===== src/rtl/fpu_sub_normround.sv =====
// fpu_sub_normround: normalize and round-to-nearest-even a raw binary64 difference.
module fpu_sub_normround #(
    parameter int EXP_W  = 11,
    parameter int FRAC_W = 52,
    parameter int MANT_W = 57
) (
    input  logic                clk,
    input  logic                rst,
    input  logic                in_valid,
    output logic                in_ready,
    input  logic                in_sign,
    input  logic [EXP_W-1:0]    in_exp,
    input  logic [MANT_W-1:0]   in_mant,
    output logic                out_valid,
    input  logic                out_ready,
    output logic [63:0]         c,
    output logic                overflow,
    output logic                underflow,
    output logic                inexact
);
    localparam logic [1:0] IDLE = 2'd0, SHIFT = 2'd1, ROUND = 2'd2, DONE = 2'd3;

    logic [1:0]        state;
    logic              sign;
    logic [EXP_W:0]    exp;
    logic [MANT_W-1:0] mant;
    logic [5:0]        cnt;

    // SHIFT is only entered when a left shift is actually due, so k shifts cost k cycles
    function automatic logic needs(input logic [MANT_W-1:0] m, input logic [EXP_W:0] e, input logic [5:0] n);
        return !m[55] && e > (EXP_W+1)'(1) && n < 6'd54;
    endfunction

    logic [MANT_W-1:0] cap_mant, sh_mant;
    logic [EXP_W:0]    cap_exp, sh_exp, rexp;
    logic [5:0]        sh_cnt;
    logic              g, r, s, up, carry, hid, rinx, ovf;
    logic [53:0]       sum;
    logic [FRAC_W-1:0] rfrac;
    logic [63:0]       c_next;

    assign cap_mant = in_mant[56] ? {1'b0, in_mant[56:2], in_mant[1] | in_mant[0]} : in_mant;
    assign cap_exp  = (in_exp == '0 ? (EXP_W+1)'(1) : {1'b0, in_exp}) + {{EXP_W{1'b0}}, in_mant[56]};
    assign sh_mant  = mant << 1;
    assign sh_exp   = exp - (EXP_W+1)'(1);
    assign sh_cnt   = cnt + 6'd1;

    assign {g, r, s} = mant[2:0];
    assign up     = g & (r | s | mant[3]);
    assign sum    = mant[56:3] + {53'b0, up};
    assign carry  = sum[53];
    assign hid    = carry | sum[52];
    assign rexp   = exp + {{EXP_W{1'b0}}, carry};
    assign rfrac  = carry ? sum[52:1] : sum[51:0];
    assign rinx   = g | r | s;
    assign ovf    = rexp >= (EXP_W+1)'(2047);
    assign c_next = ovf ? {sign, 11'h7FF, 52'b0} : {sign, hid ? rexp[EXP_W-1:0] : 11'b0, rfrac};

    assign in_ready  = (state == IDLE) & ~rst;
    assign out_valid = state == DONE;

    always_ff @(posedge clk or posedge rst) begin
        if (rst) begin
            state     <= IDLE;
            sign      <= 1'b0;
            exp       <= '0;
            mant      <= '0;
            cnt       <= '0;
            c         <= '0;
            overflow  <= 1'b0;
            underflow <= 1'b0;
            inexact   <= 1'b0;
        end else begin
            case (state)
                IDLE: if (in_valid) begin
                    sign <= in_sign;
                    exp  <= cap_exp;
                    mant <= cap_mant;
                    cnt  <= '0;
                    if (in_mant == '0) begin
                        c         <= '0;
                        overflow  <= 1'b0;
                        underflow <= 1'b0;
                        inexact   <= 1'b0;
                        state     <= DONE;
                    end else begin
                        state <= needs(cap_mant, cap_exp, 6'd0) ? SHIFT : ROUND;
                    end
                end
                SHIFT: begin
                    mant  <= sh_mant;
                    exp   <= sh_exp;
                    cnt   <= sh_cnt;
                    state <= needs(sh_mant, sh_exp, sh_cnt) ? SHIFT : ROUND;
                end
                ROUND: begin
                    c         <= c_next;
                    overflow  <= ovf;
                    inexact   <= rinx | ovf;
                    underflow <= rinx & ~mant[55];
                    state     <= DONE;
                end
                default: if (out_ready) state <= IDLE;
            endcase
        end
    end
endmodule


===== config.mk =====
export PLATFORM = sky130hd
export DESIGN_NAME = fpu_sub_normround
export DESIGN_NICKNAME = d
export VERILOG_FILES = /design/src/rtl/fpu_sub_normround.sv
export SDC_FILE = /design/constraint.sdc
export NUM_CORES = 1
export LEC_CHECK = 0
export ABC_AREA = 1
export CELL_PAD_IN_SITES_DETAIL_PLACEMENT = 0
export CELL_PAD_IN_SITES_GLOBAL_PLACEMENT = 1
export CORE_MARGIN = 3
export CORE_UTILIZATION = 36
export DETAILED_ROUTE_END_ITERATION = 8
export GPL_TIMING_DRIVEN = 0
export HOLD_SLACK_MARGIN = 0.02
export MAX_ROUTING_LAYER = met4
export PLACE_DENSITY_LB_ADDON = 0.1
export SYNTH_ARGS = -nofsm -noshare
export SYNTH_HDL_FRONTEND = slang
export SYNTH_SLANG_ARGS = --single-unit

===== constraint.sdc =====
create_clock -name clk -period 4.8 [get_ports clk]
set_input_delay 0.96 -clock clk [delete_from_list [all_inputs] [get_ports clk]]
set_output_delay 0.96 -clock clk [all_outputs]
set_load 0.01 [all_outputs]

==> impl_metrics.toml, run 1 <==
[cells_and_area]
diodes = 0
drive_above_1_share_pct = 5.02
nets = 1629
layout_commonest_cell = "nand2_1"
layout_common_cells = "497 x nand2_1, 145 x dfrtp_1, 141 x clkdlybuf4s50_1, 122 x nor2_1, 117 x inv_1"
final_cells = 1890
final_cell_area_sq_um = 12100
n_fill_cell = 2770
area.growth.synth_to_final_pct = 26.1

[logic_synthesis]
avgSynthCellArea_sq_um = 6.98
synthSimpleGateAreaFrac_pct = 35.5
synth_cells = 1379
synth_seq_area_share_pct = 37.7
synth_fa_ha_area_share_pct = 1.82
synthDistinctLibCells = 41
synth.area.mux_share_pct = 0.416
synth_top_family_by_area = "simple AND/OR/NAND/NOR gates"
ys_ff_latch = 145
ys_warn_count = 0
synth_compound_area_share_pct = 10.4
synth_xor_area_share_pct = 6.01
netlist_area_sq_um = 9620
syn-num-nets = 1466

[routing]
via_count = 9593
wl_met3_mm = 1.75
drt-met1-wl_mm = 17.0
wire_per_inst_um = 17.6
remaining_drc_errors = 0
routed_via_density = 5.08
drtIter0Drc = 829
top_layer = "met4"
routed-wl-met2_mm = 14.0
drt_first_pass_iters = 6
final_antenna_net_count = 0
wl_mm = 33.4

[clock_tree]
cts_sinks = 145
cts.repair.resized = 0
ctsLongestPathBuffers = 2
clockRootBuffer = "clkbuf_16"
cts-hold-fix-buffers = 0
clk_pin_slew_ns = 0.06
cts_buffers = 17
htree_levels = 4
cts_tree = "done"
post_cts_buffers = 0
clkLatencyLatePin_ns = 0.43

[timing]
rsz0062_at_grt = "false"
fin_crit_sh_pct = 81.7
min_period_ns = 3.92
hold-worst-slack_ns = 0.482
tightest_slew_ns = 0.793
tns_ns = 0
fmax_mhz = 255
finalHoldViolCount = 0
skew_ns = 0.0148
maxSlewHeadroom_pct = 47.0
setup_violations = 0
drv_slew = 0

[worst_setup_path]
reg2reg_slack_ns = 0.88
path_cells = "nand2_1, nor2_1, nand2_1, nor2_1, nand4_1, o21ai_1, nand2_2, inv_2, buf_2, ha_1, ha_1, nand2_1, nor2_2, nand3_2, nor2_2, nand2_1, xor2_1, nand4_1, nand2_2, nor2_4, buf_6, buf_6, nand3_1, nand2_1"
startpoint = "mant[24]"
reg2reg_from = "mant[24]"
cp_data_arrival_time_ns = 4.24
cp-endpoint = "c[14]"
cpPeakStageDelay_ns = 0.53
critPathLaunchType = "flip-flop"
r2r_cells = 24
path_class = "reg -> reg"
worstPathMaxFanout = 10
cp_common_cell = "nand2_1"
r2r_end = "c[14]"
worstPathRequired_ns = 5.11
crit_path_end_kind = "flip-flop"
cpMaxStageDelayCell = "dfrtp_1"

[place]
post-dp-hpwl_mm = 27.3
dp.cells = 1858
portBuffers = 141
place_congestion = 0.943
dpl_cell_area_sq_um = 11500

[pwr]
leakagePower_uw = 0.00550
p_seq_share_pct = 32.1
p_int_uw = 3800
ir_drop_uv = 230
swShare_pct = 44.4
clkPwrFrac_pct = 20.7
power_density_nw_per_um2 = 562
combPwrFrac_pct = 47.2
switching_power_uw = 3030
total_power_uw = 6820

[floorplanning]
core_area_sq_um = 26100
fp.dieArea_sq_um = 28700
die_y_um = 170
io_pins = 142
initial_core_util_pct = 36.8
placementRows = 59
die_w_um = 170

[grt]
grtUsageTotal_pct = 24.2
grt_start_max_net_pins = 40
grt_pass1_vias = 9361
grt_pass1_wl_mm = 52.7
antenna_found_initial = 0
gr-total-overflow = 0

[min_path]
hold_path_class = "reg -> reg"

[job]
maxCapViolations = 0

[run_status]
status = "finished clean"
-- metal layers --
layer	vias up	track usage, %
li1	4853	-
met1	4391	36.2
met2	309	34.5
met3	40	2.75
met4	0	6.58
met5	-	-
-- kinds of logic (layout without fill, tap and decap cells) --
logic type / Yosys count / after routing
AO/OA/AOI/OAI: 144 / 144
XOR/XNOR: 66 / 66
adder cells (fa/ha/maj): 14 / 14
buffers and inverters: 189 / 365
flip-flops: 145 / 145
multiplexers: 4 / 4
AND/OR/NAND/NOR: 817 / 817
-- critical path, delay by kind of cell (launching register included) --
kind            cells  cell delay [ns]
simple gates       16             1.84
buf+inv             4             0.64
flops               1             0.53
fa+ha+maj           2             0.42
xor+xnor            1             0.20
compound gates      1             0.17
-- power groups by stage --
stage / Combinational [uW] / Sequential (uW) / Clock (uW)
after floorplan: 1920 / 2150 / 0
after detailed placement: 3200 / 2200 / 0
after global routing: 3600 / 2260 / 1480
after CTS: 3220 / 2180 / 1430
after global placement: 3170 / 2200 / 0
final: 3220 / 2190 / 1410
-- state kept, by name (all words and copies together) (netlist names) --
signal	flops
c	64
mant	57
exp	12
cnt	6
state	2
inexact	1
overflow	1
sign	1
underflow	1
-- through the flow --
step	utilization (%)	setup WS [ns]
3_5_place_dp	44.1	0.912
6_report	46.4	0.877
5_1_grt	46.4	0.592
3_3_place_gp	43.8	0.648
2_1_floorplan	-	1.68
4_1_cts	46.4	0.908
-- area by class of cell --
class / count / area, sq um / area share (%)
Buffer: 61 / 303 / 2.50
Tap cell: 335 / 419 / 3.45
Clock buffer: 20 / 457 / 3.76
Timing Repair Buffer: 144 / 1470 / 12.1
Sequential cell: 145 / 3630 / 29.9
Inverter: 128 / 484 / 3.99
Clock inverter: 12 / 158 / 1.30
Multi-Input combinational cell: 1045 / 5210 / 43.0
-- cells in the mapped netlist --
master	instances	area [sq um]
buf_6	5	56.3
nor3_1	29	145
a41o_1	1	10.0
o221ai_1	47	412
nor3_4	1	16.3
nand3_1	116	581
nor3_2	2	20.0
nor2_2	4	25.0
or2_0	1	6.26
o211ai_1	26	195
or2_1	1	6.26
o21ai_1	11	55.1
nand3_2	1	10.0
nor2_1	122	458
inv_1	118	443
mux2i_1	4	40.0
o311ai_0	3	26.3
buf_2	11	55.1
nand4_1	19	119
a22oi_1	4	30.0
inv_2	6	22.5
buf_4	6	45.0
nand2_2	4	25.0
nor4_1	13	81.3
buf_1	2	7.51
a31oi_1	1	6.26
ha_1	14	175
nor2_4	2	22.5
clkbuf_1	37	139
nand3b_1	4	30.0
dfrtp_1	145	3630
o22ai_1	3	18.8
o31ai_1	2	15.0
xor2_1	58	508
a21oi_1	2	10.0
or2_2	1	6.26
a22o_1	1	8.76
xnor2_1	8	70.1
nand2_1	497	1870
o21ai_0	43	215
clkinv_1	4	15.0
-- worst min-delay path by stage --
| stage | startpoint | endpoint | slack, ns | cells after the start |
|---|---|---|---|---|
| after global routing | c[39] | c[39] | 0.51 | 2 |
| final | c[7] | c[7] | 0.48 | 2 |
| after CTS | c[37] | c[37] | 0.48 | 2 |
| after floorplan | mant[55] | underflow | 0.46 | 1 |
| after global placement | c[37] | c[37] | 0.46 | 2 |
| after detailed placement | c[23] | c[23] | 0.47 | 2 |
Power figures use the tool's default switching activity.
==> inputs of run 2 (changes only) <==
CORE_UTILIZATION = 40   (was 36)
clock period = 3.8 ns   (was 4.8 ns; I/O delays follow)
==> run 2 against run 1 <==
  * Global-route usage is 2.1 points higher
  * Critical endpoint is now c[19]
  * Non-clock buffer count is 8 higher
  * Sequential power is 26% higher
==> impl_metrics.toml, run 2 (synthesized netlist as in run 1, its figures left out) <==
[place]
portBuffers = 141
post-dp-hpwl_mm = 26.7
place_congestion = 0.919

[routing]
final_antenna_net_count = 0
wire_per_inst_um = 17.4
remaining_drc_errors = 0
via_count = 9743
wl_mm = 32.8
routed_via_density = 5.18
drt_first_pass_iters = 8
drtIter0Drc = 761

[grt]
grt_start_max_net_pins = 43
antenna_found_initial = 0
grt_pass1_wl_mm = 52.0
grt_pass1_vias = 9258
grtUsageTotal_pct = 26.2
gr-total-overflow = 0

[min_path]
hold_path_class = "reg -> reg"
worstHoldStart = "c[8]"
hold_path_depth = 2
hold_end = "c[8]"

[floorplanning]
die_w_um = 161
initial_core_util_pct = 40.9
placementRows = 56
io_pins = 142
core_area_sq_um = 23500
fp.dieArea_sq_um = 26000
die_y_um = 161

[clock_tree]
clockRootBuffer = "clkbuf_16"
clkLatencyLatePin_ns = 0.43
cts_sinks = 145
htree_levels = 4
cts-hold-fix-buffers = 0
clk_pin_slew_ns = 0.07
ctsLongestPathBuffers = 2
cts_buffers = 17
cts_tree = "done"

[timing]
min_period_ns = 3.52
fin_crit_sh_pct = 92.6
fmax_mhz = 284
tns_ns = 0
finalHoldViolCount = 0
tightest_slew_ns = 0.729
setup_violations = 0
skew_ns = 0.0109
maxSlewHeadroom_pct = 51.3
hold-worst-slack_ns = 0.479
drv_slew = 0

[pwr]
ir_drop_uv = 284
leakagePower_uw = 0.00555
power_density_nw_per_um2 = 717

[cells_and_area]
top_regs = "c x64, mant x57, exp x12"
nets = 1637
layout_common_cells = "496 x nand2_1, 141 x clkdlybuf4s50_1, 126 x dfrtp_1, 119 x nor2_1"
n_fill_cell = 2418
layout_commonest_cell = "nand2_1"
post-route-util_pct = 52.2
drive_above_1_share_pct = 7.10
largest_reg_flops = 64
regMostFlops = "c"
diodes = 0
area.growth.synth_to_final_pct = 27.6

[job]
maxCapViolations = 0

[worst_setup_path]
worstPathRequired_ns = 4.17
r2r_end = "c[19]"
critPathLaunchType = "flip-flop"
r2r_cells = 23
path_class = "reg -> reg"
crit_path_end_kind = "flip-flop"
worstPathMaxFanout = 15
reg2reg_from = "mant[16]"
cp_data_arrival_time_ns = 3.89
reg2reg_slack_ns = 0.28

[run_status]
status = "finished clean"
==> run 2: per-layer routing <==
metal	vias to the layer above	share of wire, %	GRT usage, %
met4	0	1.7	6.34
met2	334	42	37.6
met1	4509	50	39.8
li1	4858	-	-
met5	-	0	-
met3	42	5.7	2.77
==> run 2: worst max-delay path: stages, from the launching register on <==
cell and delay [ns]:
dfrtp_1 0.40, inv_2 0.12, nor3_4 0.24, nand2_1 0.13, nor2_2 0.13, nand2_2 0.11
o21ai_2 0.15, nand2_2 0.09, clkinv_4 0.12, ha_1 0.19, ha_1 0.19, nand2_1 0.07
nor2_2 0.14, nand3_2 0.10, nor2_2 0.13, nand2_1 0.10, xor2_2 0.16, nand4_1 0.11
nand2_2 0.08, nor2_4 0.14, buf_6 0.17, buf_6 0.14, nand3_1 0.13, nand2_1 0.09
==> run 2: through the flow <==
stage          std cells  worst slack [ns]  area, sq um  power [uW]
3_3_place_gp        1839            -0.141        11400        6740
5_1_grt             1882          -0.00206        12300        9480
3_5_place_dp        1842            -0.138        11500        6810
6_report            1882             0.281        12300        8810
4_1_cts             1873            0.0686        12200        8730
2_1_floorplan       1379             0.676         9630        5140
==> run 2: where the power goes <==
part	internal (uW)	switching (uW)
logic	1610	2520
registers	2170	597
clock network	1210	701
total	4990	3820
==> run 2: timing repair <==
item,4_1_cts,5_1_grt
setup endpoints to repair,37,62
endpoints found under the hold margin,0,0
pin swaps,0,2
gates resized for setup,4,26
buffers inserted,0,9
==> run 2: cell type report <==
| class | count | area, sq um | share of cell area [%] |
|---|---|---|---|
| Tap cell | 319 | 399 | 3.25 |
| Multi-Input combinational cell | 1045 | 5240 | 42.7 |
| Clock buffer | 21 | 460 | 3.75 |
| Timing Repair Buffer | 153 | 1540 | 12.5 |
| Sequential cell | 145 | 3650 | 29.7 |
| Inverter | 128 | 489 | 3.98 |
| Buffer | 60 | 298 | 2.43 |
| Clock inverter | 11 | 200 | 1.63 |
==> run 2: worst max-delay path by stage <==
| stage | start | endpoint | slack (ns) |
|---|---|---|---|
| after floorplan | mant[3] | c[10] | 0.68 |
| after global placement | mant[18] | c[19] | -0.14 |
| after detailed placement | mant[18] | c[19] | -0.14 |
| after CTS | mant[30] | c[19] | 0.07 |
| after global routing | mant[3] | c[19] | -0.002 |
| final | mant[16] | c[19] | 0.28 |
